--- src/rtl/score_keeper.sv ---
// Scoring stage: conditions row buttons into press pulses, judges hits against
// each row's top light, and keeps a saturating score and combo. Option: SCORE_PENALTY_EN.
module score_keeper #(
    parameter int unsigned NUM_ROWS = 4,
    parameter int unsigned SCORE_W  = 8,
    parameter int unsigned COMBO_TH = 8
) (
    input  logic                clk,
    input  logic                reset_n,
    input  logic [NUM_ROWS-1:0] key_raw,
    input  logic [NUM_ROWS-1:0] top_light,
    input  logic [NUM_ROWS-1:0] off_edge,
    input  logic                row_tick,
    output logic [NUM_ROWS-1:0] user_input,
    output logic [SCORE_W-1:0]  score,
    output logic [7:0]          combo,
    output logic                playing,
    output logic                stop
);

    localparam int unsigned CNT_W   = $clog2(NUM_ROWS + 1);
    localparam int unsigned PTS_W   = SCORE_W + 3;
    localparam int unsigned COMBO_W = 8;
    localparam logic [SCORE_W-1:0] SCORE_MAX = '1;
    localparam logic [COMBO_W-1:0] COMBO_MAX = '1;

    typedef enum logic [1:0] {
        IDLE = 2'd0,
        PLAY = 2'd1,
        DONE = 2'd2
    } state_t;

    state_t state;

    logic [NUM_ROWS-1:0] sync1;
    logic [NUM_ROWS-1:0] sync2;
    logic [NUM_ROWS-1:0] sync2_d;
    logic [NUM_ROWS-1:0] hit_lock;
    logic [NUM_ROWS-1:0] lock_next;
    logic [NUM_ROWS-1:0] hit;
    logic [NUM_ROWS-1:0] miss;
    logic [CNT_W-1:0]    n_hits;
    logic [PTS_W-1:0]    pts;
    logic [SCORE_W-1:0]  score_next;
    logic [COMBO_W-1:0]  combo_next;
    logic [COMBO_W:0]    combo_sum;
    logic                in_play;

`ifdef SCORE_PENALTY_EN
    localparam int unsigned SGN_W = SCORE_W + 4;
    logic [CNT_W-1:0]        n_miss;
    logic signed [SGN_W-1:0] score_sum;
`else
    logic [PTS_W-1:0]        score_sum;
`endif

    // Two-flop synchroniser plus rising-edge detect into a registered pulse
    always_ff @(posedge clk or negedge reset_n) begin
        if (!reset_n) begin
            sync1      <= '0;
            sync2      <= '0;
            sync2_d    <= '0;
            user_input <= '0;
        end else begin
            sync1      <= key_raw;
            sync2      <= sync1;
            sync2_d    <= sync2;
            user_input <= sync2 & ~sync2_d;
        end
    end

    // Hit/miss judging and next score/combo for this cycle
    always_comb begin
        in_play = (state == PLAY);
        hit     = in_play ? (user_input & top_light & ~hit_lock) : '0;
        miss    = (in_play && row_tick) ? off_edge : '0;
        n_hits  = '0;
`ifdef SCORE_PENALTY_EN
        n_miss  = '0;
`endif
        for (int i = 0; i < NUM_ROWS; i++) begin
            n_hits = n_hits + CNT_W'(hit[i]);
`ifdef SCORE_PENALTY_EN
            n_miss = n_miss + CNT_W'(miss[i]);
`endif
        end

        // Combo is judged before this cycle's update
        pts = (combo >= COMBO_W'(COMBO_TH)) ? PTS_W'({n_hits, 1'b0}) : PTS_W'(n_hits);

`ifdef SCORE_PENALTY_EN
        score_sum = $signed(SGN_W'(score)) + $signed(SGN_W'(pts)) - $signed(SGN_W'(n_miss));
        if (score_sum < 0) begin
            score_next = '0;
        end else if (score_sum > $signed(SGN_W'(SCORE_MAX))) begin
            score_next = SCORE_MAX;
        end else begin
            score_next = SCORE_W'(score_sum);
        end
`else
        score_sum  = PTS_W'(score) + pts;
        score_next = (score_sum > PTS_W'(SCORE_MAX)) ? SCORE_MAX : SCORE_W'(score_sum);
`endif

        combo_sum = (COMBO_W + 1)'(combo) + (COMBO_W + 1)'(n_hits);
        if (|miss) begin
            combo_next = '0;
        end else if (combo_sum[COMBO_W]) begin
            combo_next = COMBO_MAX;
        end else begin
            combo_next = combo_sum[COMBO_W-1:0];
        end

        // A hit landing on the tick still locks its row for the new step
        lock_next = (row_tick ? '0 : hit_lock) | hit;
    end

    // Game FSM with registered score, combo and status flags
    always_ff @(posedge clk or negedge reset_n) begin
        if (!reset_n) begin
            state    <= IDLE;
            score    <= '0;
            combo    <= '0;
            playing  <= 1'b0;
            stop     <= 1'b0;
            hit_lock <= '0;
        end else begin
            hit_lock <= lock_next;
            case (state)
                IDLE: begin
                    if (|user_input) begin
                        state   <= PLAY;
                        playing <= 1'b1;
                    end
                end
                PLAY: begin
                    score <= score_next;
                    combo <= combo_next;
                    if (score_next == SCORE_MAX) begin
                        state   <= DONE;
                        playing <= 1'b0;
                        stop    <= 1'b1;
                    end
                end
                DONE: begin
                    stop <= 1'b1;
                end
                default: begin
                    state   <= IDLE;
                    playing <= 1'b0;
                    stop    <= 1'b0;
                end
            endcase
        end
    end

endmodule

--- config.mk ---
export PLATFORM = sky130hd
export DESIGN_NAME = score_keeper
export DESIGN_NICKNAME = d
export VERILOG_FILES = /design/src/rtl/score_keeper.sv
export SDC_FILE = /design/constraint.sdc
export NUM_CORES = 1
export LEC_CHECK = 0
export BUFFER_PORTS_ARGS = -buffer_cell sky130_fd_sc_hd__buf_4
export CAP_MARGIN = 10
export CELL_PAD_IN_SITES_DETAIL_PLACEMENT = 2
export CELL_PAD_IN_SITES_GLOBAL_PLACEMENT = 2
export CORE_MARGIN = 2
export CORE_UTILIZATION = 30
export CTS_BUF_LIST = sky130_fd_sc_hd__clkbuf_8
export CTS_CLUSTER_SIZE = 8
export DETAILED_ROUTE_END_ITERATION = 16
export PLACE_DENSITY_LB_ADDON = 0.1
export SLEW_MARGIN = 10
export SYNTH_ARGS = -nofsm -noshare
export SYNTH_HDL_FRONTEND = slang
export SYNTH_SLANG_ARGS = --single-unit
--- constraint.sdc ---
create_clock -name clk -period 5.9 [get_ports clk]
set_input_delay 0.885 -clock clk [delete_from_list [all_inputs] [get_ports clk]]
set_output_delay 0.885 -clock clk [all_outputs]
set_load 0.02 [all_outputs]
==> results.md <==
* Clk slew on worst S/H paths at 90 ps
* CP Capture Type: flop
* Final core utilization at 38.0%
* Worst path bufs/invs at 3
* # clock sinks at 39
* Drt pass-1 iters at 4
* I/O Pins at 37
* Postcts setup bufs at 0
* Mux share of post-synthesis cell area at 1.60%
* Most frequent cells in the layout: dfrtp_1 (39), buf_4 (37), inv_1 (18), nor2_1 (18), ha_1 (13)
* Ys Warns at 0
* Worst Setup SP: state[1]
* Largest stage delay, worst path at 580 ps
* WHS Path Cells at 0
* Leakage at 1.18 nW
* Status: completed
* Met3 routed WL at 140 um
* Final Cell Area at 2580 um2
* Most common cell after layout, fill and taps aside: dfrtp_1
* Setup CP Type: reg2reg
* Post-CTS sizing at 0
* Tmin final at 4250 ps
* Cells after Synth at 204
* Crit path required time at 6080 ps
* Critical path depth at 14
* Crit path to: state[0]
* GRT Total Usage at 15.2%
* Reg2reg start: state[1]
* CTS tree: yes
* Layout Skew at 4.83 ps
* DRT Wirelength at 5340 um
* Hold Crit Class: reg2reg
* WP data arrival at 4430 ps
* Final Cycle Share at 72.1%
* Avg Inst Size Synth at 10.4 um2
* Mapped Area at 2120 um2
* Met1 WL at 2720 um
* Post-synth EDFFs at 0
* Hold_ws at 355 ps
* Antenna Cells at 0
* Buffers on Ports at 36
* Register area share after synthesis at 46.1%
* First-pass GRT wire length at 9020 um
* R2r worst-path depth at 14
* Non-Filler Instances at 340
* Design Power at 0.954 mW
* Vias at 1685
* Xor/xnor share of the synthesized area at 1.66%
* CP Cell Sequence: inv_1 > ha_1 > nand4_1 > fa_1 > inv_1 > ha_1 > ha_1 > mux2_2 > inv_1 > fa_1 > nand4b_1 > or4_4 > o211ai_1 > nand3_1
* Wire per inst at 15.7 um
* Initial Utilization at 31.1%
* Vias in the first global route at 1823
* Placer congestion estimate at 0.709
* Core Rows at 30
* Global route total overflow at 0
* Synthesis-to-finish area growth at 21.9%
* Clock buffer depth at 2
* Top_reg_cell synth: dfrtp_1
* Worst slew pin tran at 663 ps
* Width of the die at 88.0 um
* DR top layer: met4
* Cts hold-fix bufs at 0
* RSZ-0062 raised after global routing: no
* R2R Setup Slk at 1650 ps
* Nets@finish at 274
* # DRC at 0
* Final setup TNS at 0 ps
* Share of cells above drive strength 1 at 22.5%
* Max Slew Vio Count at 0
* Final setup vio count at 0
* Detailed placer's ending HPWL at 4100 um
* Via density at 4.96
* Post-DP Area at 2490 um2
* Dpl cells at 332
* Slew headroom at 55.4%
* Max stage delay cell, worst path: or4_4
* Async SR Flop Fraction at 100%
* Worst skew pair latency at 290 ps
* Die area at 7740 um2
* Post-synthesis adder-cell area fraction at 10.5%
* Yosys reg bits at 39
* FF-to-FF End: state[0]
* Setup Slack @ Placement at 1620 ps
* Post-route ant nets at 0
* Largest net degree at the start of global routing at 40
* PD cells at 370 nW/um2
* Final hold violation count at 0
* Startpoint types: flop
* Initial antenna violation count at 0
* Core area at 6790 um2
* Post-synthesis simple-gate area fraction at 16.3%
* Largest family of logic cells by synthesized area: compound AO/OA/AOI/OAI gates
* Fillers at 757
* Top Family by Delay on Critical Path: adder cells
* H-tree depth at 2
* CTS buffer count at 5
* Die Height at 88.0 um
* CTS root buf: clkbuf_8
* DR WL met2 at 2450 um
* Worst setup margin at 1650 ps
* Max FO, Critical Path at 10
* Mapped Nets at 235
* Initial drt markers at 59
* Post-synthesis cell type count at 47
* Fmax at 0.235 GHz
* Maximum vdd drop at 0.150 mV
* Post-synthesis compound-gate area fraction at 19.3%
* Max_cap viols at 0
## worst reg2reg max path: stages, from the launching register on
cell and delay (ps):
dfrtp_1 420, inv_1 130, ha_1 370, nand4_1 210, fa_1 570, inv_1 40, ha_1 190, ha_1 320
mux2_2 290, inv_1 80, fa_1 440, nand4b_1 190, or4_4 580, o211ai_1 210, nand3_1 90
## kinds of logic after synthesis
family                     count (synthesis)
AOI/OAI and AO/OA                         54
xor gates and xnor gates                   4
adders and majority gates                 16
buffers and inverters                     23
DFF                                       39
muxes                                      3
and+or+nand+nor                           65
## how the worst min path moves through the flow
stage / start / to / slack [ps]
floorplan: sync1[0] / sync2[0] / 330
finish: sync1[2] / sync2[2] / 350
detailed placement: sync1[2] / sync2[2] / 340
global placement: sync1[3] / sync2[3] / 330
global route: sync1[2] / sync2[2] / 360
CTS: sync1[2] / sync2[2] / 360
## layer usage
metal / vias to the layer above / global-route usage [%]
li1: 807 / -
met1: 852 / 21.7
met2: 24 / 23.6
met3: 2 / 2.92
met4: 0 / 3.78
met5: - / 0
## report_power, final
| group | switching [mW] | leakage [nW] | internal, mW | total (mW) |
|---|---|---|---|---|
| Sequential | 0.0555 | 0.489 | 0.311 | 0.366 |
| Clock | 0.106 | 0.0408 | 0.0846 | 0.190 |
| Combinational | 0.235 | 0.648 | 0.163 | 0.398 |
## synth_stat cells, drive strengths merged, types with 3 or more instances
library cell / instances / area share, %
a21o: 3 / 1.1
a21oi: 10 / 2.5
a221oi: 3 / 1.2
and2: 5 / 1.5
clkbuf: 3 / 0.59
dfrtp: 39 / 46
fa: 3 / 2.8
ha: 13 / 7.7
inv: 18 / 3.2
mux2: 3 / 1.6
nand2: 11 / 2.0
nand3: 4 / 0.95
nand4: 6 / 1.8
nand4b: 4 / 1.7
nor2: 18 / 3.2
nor2b: 8 / 2.4
o211ai: 4 / 1.4
o21ai: 12 / 3.0
o2bb2ai: 3 / 1.2
## sequential cells by signal, summed over array words and instances, names as in the netlist, 2 cells and up
name and count:
combo 8, score 8, hit_lock 4, sync1 4
sync2 4, sync2_d 4, user_input 4, state 2
## layout make-up
cell class	instances	area, um2	area share, %
inverters	18	67.6	2.62
flip-flops and latches	39	976	37.8
repair buffers	37	278	10.8
multi-input cells	142	1040	40.5
clock buffers	5	68.8	2.67
clock inverters	3	23.8	0.922
well taps	96	120	4.66
No activity file was read; power rests on OpenSTA's default activity.
